[src/rtl/sync_fifo_pkg.sv]
// ============================================================================
// sync_fifo_pkg : shared defaults and sizing helper for the synchronous FIFO
// Revision 1.0
// ============================================================================
`default_nettype none

package sync_fifo_pkg;

  localparam int DEFAULT_WIDTH = 8;
  localparam int DEFAULT_DEPTH = 16;

  // Occupancy must represent 0..DEPTH inclusive, hence one bit beyond the pointer.
  function automatic int count_width(input int depth);
    return $clog2(depth) + 1;
  endfunction

endpackage

`default_nettype wire

[src/rtl/sync_fifo_mem.sv]
// ============================================================================
// sync_fifo_mem : simple dual-port storage, synchronous write and registered read
// Revision 1.0
// ============================================================================
`default_nettype none

module sync_fifo_mem #(
  parameter int WIDTH = 8,
  parameter int DEPTH = 16
) (
  input  logic                     clk,
  input  logic                     rst,
  input  logic                     i_wr_en,
  input  logic [$clog2(DEPTH)-1:0] i_wr_addr,
  input  logic [WIDTH-1:0]         i_wr_data,
  input  logic                     i_rd_en,
  input  logic [$clog2(DEPTH)-1:0] i_rd_addr,
  output logic [WIDTH-1:0]         o_rd_data
);

  logic [WIDTH-1:0] mem_q [DEPTH];
  logic [WIDTH-1:0] rd_data_d;
  logic [WIDTH-1:0] rd_data_q;

  // Array is deliberately left out of reset so it maps onto plain RAM.
  always_ff @(posedge clk) begin
    if (i_wr_en) begin
      mem_q[i_wr_addr] <= i_wr_data;
    end
  end

  always_comb begin
    rd_data_d = rd_data_q;
    if (i_rd_en) begin
      rd_data_d = mem_q[i_rd_addr];
    end
  end

  always_ff @(posedge clk) begin
    if (rst) begin
      rd_data_q <= '0;
    end else begin
      rd_data_q <= rd_data_d;
    end
  end

  assign o_rd_data = rd_data_q;

endmodule

`default_nettype wire

[src/rtl/sync_fifo.sv]
// ============================================================================
// sync_fifo : single-clock FIFO with occupancy count, status flags, error pulses
// Revision 1.0
// ============================================================================
`default_nettype none

module sync_fifo
  import sync_fifo_pkg::*;
#(
  parameter int WIDTH     = DEFAULT_WIDTH,
  parameter int DEPTH     = DEFAULT_DEPTH,
  parameter int AFULL_TH  = DEPTH - 2,
  parameter int AEMPTY_TH = 2
) (
  input  logic                          clk,
  input  logic                          rst,
  input  logic                          wr_en,
  input  logic [WIDTH-1:0]              data_in,
  input  logic                          rd_en,
  output logic [WIDTH-1:0]              data_out,
  output logic                          rd_valid,
  output logic                          full,
  output logic                          empty,
  output logic                          almost_full,
  output logic                          almost_empty,
  output logic [count_width(DEPTH)-1:0] count,
  output logic                          overflow,
  output logic                          underflow
);

  localparam int AW = $clog2(DEPTH);
  localparam int CW = count_width(DEPTH);

  localparam logic [CW-1:0] FULL_CNT   = CW'(DEPTH);
  localparam logic [CW-1:0] AFULL_CNT  = CW'(AFULL_TH);
  localparam logic [CW-1:0] AEMPTY_CNT = CW'(AEMPTY_TH);

  logic [AW-1:0] wr_ptr_d, wr_ptr_q;
  logic [AW-1:0] rd_ptr_d, rd_ptr_q;
  logic [CW-1:0] count_d, count_q;
  logic          rd_valid_d, rd_valid_q;
  logic          overflow_d, overflow_q;
  logic          underflow_d, underflow_q;

  logic w_full;
  logic w_empty;
  logic w_rd_accept;
  logic w_wr_accept;

  assign w_full  = (count_q == FULL_CNT);
  assign w_empty = (count_q == '0);

  // A read frees a slot on the same edge, so a full FIFO can still take a write.
  assign w_rd_accept = rd_en & ~w_empty;
  assign w_wr_accept = wr_en & (~w_full | w_rd_accept);

  always_comb begin
    wr_ptr_d    = wr_ptr_q;
    rd_ptr_d    = rd_ptr_q;
    count_d     = count_q;
    rd_valid_d  = w_rd_accept;
    overflow_d  = wr_en & w_full & ~w_rd_accept;
    underflow_d = rd_en & w_empty;

    if (w_wr_accept) begin
      wr_ptr_d = wr_ptr_q + AW'(1);
    end
    if (w_rd_accept) begin
      rd_ptr_d = rd_ptr_q + AW'(1);
    end

    case ({w_wr_accept, w_rd_accept})
      2'b10:   count_d = count_q + CW'(1);
      2'b01:   count_d = count_q - CW'(1);
      default: count_d = count_q;
    endcase
  end

  always_ff @(posedge clk) begin
    if (rst) begin
      wr_ptr_q    <= '0;
      rd_ptr_q    <= '0;
      count_q     <= '0;
      rd_valid_q  <= 1'b0;
      overflow_q  <= 1'b0;
      underflow_q <= 1'b0;
    end else begin
      wr_ptr_q    <= wr_ptr_d;
      rd_ptr_q    <= rd_ptr_d;
      count_q     <= count_d;
      rd_valid_q  <= rd_valid_d;
      overflow_q  <= overflow_d;
      underflow_q <= underflow_d;
    end
  end

  sync_fifo_mem #(
    .WIDTH (WIDTH),
    .DEPTH (DEPTH)
  ) u_mem (
    .clk       (clk),
    .rst       (rst),
    .i_wr_en   (w_wr_accept & ~rst),
    .i_wr_addr (wr_ptr_q),
    .i_wr_data (data_in),
    .i_rd_en   (w_rd_accept),
    .i_rd_addr (rd_ptr_q),
    .o_rd_data (data_out)
  );

  assign rd_valid     = rd_valid_q;
  assign overflow     = overflow_q;
  assign underflow    = underflow_q;
  assign count        = count_q;
  assign full         = w_full;
  assign empty        = w_empty;
  assign almost_full  = (count_q >= AFULL_CNT);
  assign almost_empty = (count_q <= AEMPTY_CNT);

endmodule

`default_nettype wire
[config.mk]
export PLATFORM = sky130hd
export DESIGN_NAME = sync_fifo
export DESIGN_NICKNAME = d
export VERILOG_FILES = /design/src/rtl/sync_fifo_pkg.sv /design/src/rtl/sync_fifo_mem.sv /design/src/rtl/sync_fifo.sv
export SDC_FILE = /design/constraint.sdc
export NUM_CORES = 1
export LEC_CHECK = 0
export BUFFER_PORTS_ARGS = -buffer_cell sky130_fd_sc_hd__buf_2
export CORE_MARGIN = 5
export CORE_UTILIZATION = 45
export DETAILED_ROUTE_END_ITERATION = 8
export PLACE_DENSITY_LB_ADDON = 0.15
export SYNTH_ARGS = -nofsm -noshare
export SYNTH_HDL_FRONTEND = slang
export SYNTH_HIERARCHICAL = 1
export SYNTH_SLANG_ARGS = --single-unit
[constraint.sdc]
create_clock -name clk -period 3.25 [get_ports clk]
set_input_delay 0.325 -clock clk [delete_from_list [all_inputs] [get_ports clk]]
set_output_delay 0.325 -clock clk [all_outputs]
set_load 0.01 [all_outputs]
* After elaboration in Yosys (flattened, before gate mapping)
Memories as Yosys holds them, arrays and structs flattened. A register that Yosys moved wholly into a read port is not among the register bits.
Cells that the tools add are included.
** Operators by class
- Add/subtract/negate cells :: 4
- Order comparisons :: 2
- Equality and inequality tests :: 3
- Muxes and demuxes :: 3
- Bitwise gates (word level) :: 11
- Reduce and logical (&&, ||, !) cells :: 2
** Operators by type and width (number)
- $pmux 5 s2 :: 1
- $add 4x1->4 const B :: 2
- $and 1x1->1 :: 6
- $add 5x1->5 const B :: 1
- $eq 5x5->1 const B :: 1
- $ge 5x4->1 const B :: 1
- $le 5x2->1 const B :: 1
- $logic_not 5->1 :: 1
- $sub 5x1->5 const B :: 1
- $not 1->1 :: 4
- $eq 2x1->1 const B :: 1
- $eq 2x2->1 const B :: 1
- $mux 1 :: 2
- $reduce_bool 2->1 :: 1
- $or 1x1->1 :: 1
** Word-level totals
- Register bits after elaboration :: 16
- RAM bits :: 128
- Input bits :: 12
- Logic and storage cells :: 32
- Memories kept :: 1
** Memories
- u_mem.mem_q :: words 16, bits a word 8, read ports 1, clocked after Yosys merged registers in 1, wr ports 1, RTL line sync_fifo_mem.sv:21 : logic [WIDTH-1:0] mem_q [DEPTH];

* Depth between registers and ports, before layout
Gate-level depths: netlist of run 1.
- Depth after elaboration :: 8
- Mapped depth :: 10
- Mapped depth without buffers :: 9

* Modules after synthesis
Netlist of run 1, hierarchy kept.
** Modules (own cells, without submodules)
- sync_fifo_mem :: instances 1, cells each 316, area each 5343.9 sq um, sequential area each 4003.8 sq um
- sync_fifo :: instances 1, cells each 87, area each 818.3 sq um, sequential area each 320.3 sq um

* Least setup slack after synthesis of run 1
Ideal clock, no wire load.
- Path type :: register to register
- Start point :: register count_q[0] (netlist: count[0])
- End point :: register count_q[4] (netlist: count[4])
- Data arrival time :: 2754 ps
- Required time :: 3179 ps
- Path slack :: 425 ps
- Stages on the path, launching flop included :: 11
- Clock period less this slack :: 2825 ps
- Path through :: dfxtp_1 -> or4_4 -> buf_6 -> o21ai_2 -> inv_1 -> ha_1 -> ha_1 -> a21oi_1 -> a21oi_1 -> or4_1 -> a21oi_1
** Between the ends
- Longest elaborated chain between the ends :: 7
- Elaborated cells between the ends (all ways) :: 13
- Classes of those cells :: add/sub: 2; eq/ne: 3; mux: 1; bitwise: 5; reduce/logical: 2
** Ends and longest elaborated chain
- start, declared :: RTL line sync_fifo.sv:40 : logic [CW-1:0] count_d, count_q;
- start signal, assigned :: RTL line sync_fifo.sv:90 : count_q <= count_d;
- $logic_not 5->1 * :: RTL line sync_fifo.sv:51 : assign w_empty = (count_q == '0);
- $not 1->1 * :: RTL line sync_fifo.sv:54 : assign w_rd_accept = rd_en & ~w_empty;
- $and 1x1->1 * :: RTL line sync_fifo.sv:54
- via rd_valid_d :: RTL line sync_fifo.sv:41 : logic rd_valid_d, rd_valid_q;
- $or 1x1->1 :: RTL line sync_fifo.sv:55 : assign w_wr_accept = wr_en & (~w_full | w_rd_accept);
- $and 1x1->1 :: RTL line sync_fifo.sv:55
- $eq 2x1->1 / $eq 2x2->1 (equally long branches) :: RTL line sync_fifo.sv:72 : case ({w_wr_accept, w_rd_accept})
- $pmux 5 s2 / $reduce_bool 2->1 (equally long branches)
The timed path passes the listed nets; every way through them passes the cells marked *.
A chain may end at the register's enable or synchronous reset.

* Final worst setup path of run 1
Same ends and word-level chain as after synthesis.

==> results.sh, run 1 <==
export IMPL_slew_headroom_pct=38.27
export IMPL_track_usage_pct=16.40
export IMPL_start_kind="flop"
export IMPL_setup_tns_ns=0
export IMPL_drtIter0Drc=277
export IMPL_drive_gt1_share_pct=17.67
export IMPL_grt_ovfl_total=0
export IMPL_ys_flop_type="edfxtp_1"
export IMPL_r2r_start="count[0]"
export IMPL_power_density_nw_per_um2=705.4
export IMPL_hold_buffers=0
export IMPL_h_tree_depth=4
export IMPL_fin_hold_ws_ns=0.2078
export IMPL_vdd_ir_drop_max_mv=0.6072
export IMPL_worstHoldPathType="primary input to flop"
export IMPL_fin_crit_sh_pct=91.24
export IMPL_synth_edf_count=128
export IMPL_post_cts_setup_buffers=0
export IMPL_drv_slew=0
export IMPL_grt_pass1_wl_mm=19.57
export IMPL_placed_cells=608
export IMPL_final_common_cell="edfxtp_1"
export IMPL_skew_ns=0.006308
export IMPL_worstMarginPinSlew_ns=0.9225
export IMPL_layout_cells_non_filler=640
export IMPL_regArea_um2=4328
export IMPL_grt_pass1_vias=3427
export IMPL_yosysWarnings=6
export IMPL_clkTransAtPathRegs_ns=0.05
export IMPL_synthToLayoutAreaGrowth_pct=15.33
export IMPL_yosys_register_bits=152
export IMPL_die_area_um2=16130
export IMPL_die_y_um=127.0
export IMPL_final_util_pct=53.24
export IMPL_final_cell_mix="edfxtp_1, mux2i_1, buf_2"
export IMPL_die_w_um=127.0
export IMPL_fin_crit_ns=2.965
export IMPL_grt_max_degree=37
export IMPL_worstSetupPathType="flop to flop"
export IMPL_syn_inst=403
export IMPL_whs_path_depth=2
export IMPL_port_buffers=31
export IMPL_fillers=1152
export IMPL_critPathMaxFanout=8
export IMPL_diodes=0
export IMPL_synth_nets=422
export IMPL_cts_made_buffers=17
export IMPL_p_leak_nw=2.386
export IMPL_synth_area_per_cell_um2=15.29
export IMPL_nNetsFinal=470
export IMPL_ant_nets=0
export IMPL_multiInputGateArea_um2=1658
export IMPL_wl_per_cell_um=19.62
export IMPL_netlist_area_leader_share_pct=62.38
export IMPL_async_reset_ff_share_pct=0
export IMPL_rsz0062_at_grt="no"
export IMPL_start_util_pct=46.17
export IMPL_clock_sinks=152
export IMPL_clock_latency_ns=0.41
export IMPL_vias_per_cell=5.428
export IMPL_drc=0
export IMPL_io_pins=32
export IMPL_synth_area_leaders="edfxtp_1, mux2i_1, dfxtp_1, a22oi_1, nand3_1"
export IMPL_clk_path_buf_depth=2
export IMPL_status="finished, final reports clean"
export IMPL_core_area_um2=13350
export IMPL_worstPathRequired_ns=3.59
export IMPL_synth_area_um2=6162
export IMPL_arrival_ns=3.31
export IMPL_fmaxAchievable_mhz=337.2
export IMPL_routed_wl_mm=12.55
export IMPL_hold_end="overflow"
export IMPL_rr_endpoint="count[4]"
export IMPL_first_pass_iters=4
export IMPL_cap_violations=0
export IMPL_clockRootBuffer="clkbuf_16"
export IMPL_worst_r2r_setup_slack_ns=0.28
export IMPL_min_from="wr_en"
export IMPL_dp_hpwl_mm=7.734
export IMPL_antenna_found_initial=0
export IMPL_cts_tree="built"
export IMPL_end_kind="flop"
export IMPL_via_count=3474
export IMPL_yosysUniqueCellTypes=40
export IMPL_cts_resized=0
export IMPL_place_congestion=0.7719
export IMPL_hold_viol=0
export IMPL_yosysSeqAreaShare_pct=70.17
export IMPL_yosysTopAreaCell="edfxtp_1"
export IMPL_setup_violations=0
export IMPL_fp_row_count=42
export IMPL_reg2reg_depth=9
## where the power goes
part           total [W]  switching, W  internal [W]
clock            0.00193      0.000709       0.00122
sequential       0.00231      0.000101       0.00221
combinational   0.000766      0.000474      0.000292
## kinds of logic after synthesis
family | synth area share [%]
AOI/OAI and AO/OA | 5.401
xor gates and xnor gates | 0.9949
adders and majority gates | 1.543
buffers and inverters | 2.924
DFF | 70.17
muxes | 10.88
and+or+nand+nor | 8.081
## per-layer routing
metal / global-route usage (%) / share of wire, % / up-vias
met3: 4.549 / 5.9 / 10
met1: 22.47 / 44 / 1722
met2: 25.16 / 49 / 98
met4: 6.057 / 1.2 / 0
met5: 0 / 0 / -
li1: - / - / 1644
## critical path, stage by stage, from the launching register on
cell	delay, ns
dfxtp_1	0.38
or4_4	0.62
o21ai_2	0.24
inv_1	0.13
ha_1	0.30
ha_1	0.35
a21oi_1	0.18
a21oi_1	0.10
or4_1	0.47
a21oi_1	0.14
## cells in the mapped netlist, drive strengths merged (3+ instances only)
library cell and n:
nand3b 3, a22oi 24, nor2 30, edfxtp 128, buf 15, nand3 28
dfxtp 24, nand2 19, inv 3, ha 6, mux2i 67, clkbuf 4
nor3 4, a21oi 14, xor2 6
## final cells by class
class / instances / area share, %
Tap cell: 176 / 3.099
Clock buffer: 24 / 7.060
Clock inverter: 8 / 1.303
Sequential cell: 152 / 60.90
Inverter: 3 / 0.1585
Timing Repair Buffer: 48 / 4.155
Multi-Input combinational cell: 229 / 23.33
## flip-flops by register name (all words and copies together) (netlist names)
| name | count |
|---|---|
| overflow | 1 |
| rd_valid | 1 |
| underflow | 1 |
| u_mem/mem_q | 128 |
| u_mem/o_rd_data | 8 |
| count | 5 |
| rd_ptr_q | 4 |
| wr_ptr_q | 4 |
## how the worst max path moves through the flow
stage | from | end | slack, ns | cells past startpoint
floorplan | count[0] | count[4] | 0.43 | 10
global placement | count[0] | count[4] | 0.38 | 9
detailed placement | count[0] | count[4] | 0.30 | 9
CTS | count[0] | count[4] | 0.28 | 9
global route | count[0] | count[4] | 0.05 | 8
finish | count[0] | count[4] | 0.28 | 9
## stage by stage
step	instance area (um^2)	setup slack, ns	total power (W)
after floorplan	6162	0.4252	0.002857
after global placement	6513	0.3800	0.003101
after detailed placement	6513	0.3043	0.003128
after CTS	7107	0.2822	0.005061
after global routing	7107	0.04979	0.005247
final	7107	0.2848	0.005013
Note: power is estimated with default switching activity, not from simulation.
==> inputs of run 2 (changes only) <==
Clock period 3.25 ns to 2.5 ns, I/O delays scaled along.
==> run 2 against run 1 <==
  * Worst hold slack lost 0.065 ns
  * Sequential cell count did not move
  * Wire length grew 3.6%
  * Total power is 33% higher
  * Combinational power increased by 75%
  * Cell count is 2.3% higher
  * First-iteration DRC count decreased by 12%
  * Critical endpoint unchanged
  * Largest cell class unchanged
  * Largest power group unchanged
==> results.sh, run 2 (synthesis gave the netlist of run 1 again) <==
export IMPL_dp_hpwl_mm=8.270
export IMPL_fin_ws_ns=0.01963
export IMPL_worst_r2r_setup_slack_ns=0.02
export IMPL_slew_headroom_pct=41.97
export IMPL_port_buffers=31
export IMPL_endpoint="count[4]"
export IMPL_grt_max_degree=31
export IMPL_io_pins=32
export IMPL_via_count=3532
export IMPL_cap_violations=0
export IMPL_r2r_start="count[3]"
export IMPL_clk_path_buf_depth=2
export IMPL_arrival_ns=2.82
export IMPL_skew_ns=0.006037
export IMPL_end_kind="flop"
export IMPL_crit_path_start="count[3]"
export IMPL_start_kind="flop"
export IMPL_drv_slew=0
export IMPL_drtIter0Drc=245
export IMPL_clockRootBuffer="clkbuf_16"
export IMPL_fin_crit_ns=2.480
export IMPL_grt_pass1_wl_mm=20.29
export IMPL_power_density_nw_per_um2=919.0
export IMPL_hold_viol=0
export IMPL_worstPathRequired_ns=2.84
export IMPL_clkTransAtPathRegs_ns=0.06
export IMPL_die_area_um2=16130
export IMPL_place_congestion=0.7453
export IMPL_drive_gt1_share_pct=22.13
export IMPL_antenna_found_initial=0
export IMPL_vdd_ir_drop_max_mv=0.7048
export IMPL_first_pass_iters=4
export IMPL_rr_endpoint="count[4]"
export IMPL_fillers=1140
export IMPL_setup_tns_ns=0
export IMPL_drc=0
export IMPL_critPathMaxFanout=5
export IMPL_dp_slack_ns=-0.07675
export IMPL_worstSetupPathType="flop to flop"
export IMPL_grt_pass1_vias=3556
export IMPL_clock_sinks=152
export IMPL_min_from="wr_en"
export IMPL_wl_per_cell_um=19.86
export IMPL_setup_violations=0
export IMPL_ant_nets=0
export IMPL_fp_row_count=42
export IMPL_clock_latency_ns=0.41
export IMPL_hold_buffers=0
export IMPL_nNetsFinal=485
export IMPL_core_area_um2=13350
export IMPL_synthToLayoutAreaGrowth_pct=17.75
export IMPL_reg2reg_depth=8
export IMPL_fmaxAchievable_mhz=403.2
export IMPL_start_util_pct=46.17
export IMPL_final_common_cell="edfxtp_1"
export IMPL_final_cell_mix="edfxtp_1, mux2i_1, buf_2, buf_4, nor2_1"
export IMPL_cts_made_buffers=17
export IMPL_grt_ovfl_total=0
export IMPL_routed_wl_mm=13.01
export IMPL_worstMarginPinSlew_ns=0.8673
export IMPL_fin_crit_sh_pct=99.21
export IMPL_diodes=0
export IMPL_cts_tree="built"
export IMPL_worstHoldPathType="primary input to flop"
export IMPL_top_register="u_mem/mem_q"
export IMPL_status="finished, final reports clean"
export IMPL_largest_reg_flops=128
export IMPL_track_usage_pct=16.89
export IMPL_h_tree_depth=4
export IMPL_die_y_um=127.0
export IMPL_p_leak_nw=2.440
export IMPL_vias_per_cell=5.392
export IMPL_die_w_um=127.0
export IMPL_rsz0062_at_grt="yes"
run 2: how the worst min path moves through the flow:
stage	endpoint	slack (ns)	depth (start not counted)
finish	overflow	0.14	2
global route	overflow	0.13	2
CTS	overflow	0.12	2
detailed placement	u_mem/o_rd_data[3]	0.44	2
global placement	u_mem/o_rd_data[3]	0.43	2
floorplan	overflow	0.33	1
run 2: per-stage QoR:
step | cells | power, W | util [%] | hold WS [ns] | area (um^2)
after floorplan | 403 | 0.003788 | - | 0.3257 | 6225
after global placement | 622 | 0.004284 | 50.05 | 0.4304 | 6680
after detailed placement | 622 | 0.004325 | 50.05 | 0.4391 | 6680
after CTS | 655 | 0.006710 | 54.28 | 0.1220 | 7246
after global routing | 655 | 0.006979 | 54.36 | 0.1273 | 7256
final | 655 | 0.006668 | 54.36 | 0.1429 | 7256
run 2: worst max-delay path, stage by stage (launching register included):
cell and delay [ns]:
dfxtp_4 0.34, or4_4 0.55, o31ai_4 0.24, ha_4 0.23, ha_4 0.23, a21oi_2 0.13
a21oi_1 0.09, or4_1 0.47, a21oi_1 0.13
run 2: area by class of cell:
class / instances / area (um^2) / share of cell area [%]
clock buffer: 31 / 549.3 / 7.570
clock inverter: 1 / 6.256 / 0.08622
inverter: 3 / 11.26 / 0.1552
multi-input combinational: 229 / 1728 / 23.81
sequential: 152 / 4333 / 59.72
tap: 176 / 220.2 / 3.035
timing repair buffer: 63 / 407.9 / 5.622
run 2: repair_timing:
item | CTS | global route
setup buffers | 1 | 0
cloned | 0 | 0
endpoints found under the setup margin | 10 | 18
pin swaps | 3 | 1
gates resized for setup | 1 | 3
run 2: layer usage:
| metal | vias up | global-route usage [%] | wire length [um] |
|---|---|---|---|
| li1 | 1670 | - | - |
| met1 | 1760 | 22.37 | 5965 |
| met2 | 85 | 27.02 | 6165 |
| met3 | 17 | 5.050 | 647 |
| met4 | 0 | 5.237 | 231 |
| met5 | - | 0 | 0 |
run 2: power by group:
part           total [W]  switching (W)  internal, W
clock            0.00236       0.000899      0.00147
sequential       0.00297      0.0000850      0.00288
combinational    0.00134       0.000745     0.000591
total            0.00667        0.00173      0.00494
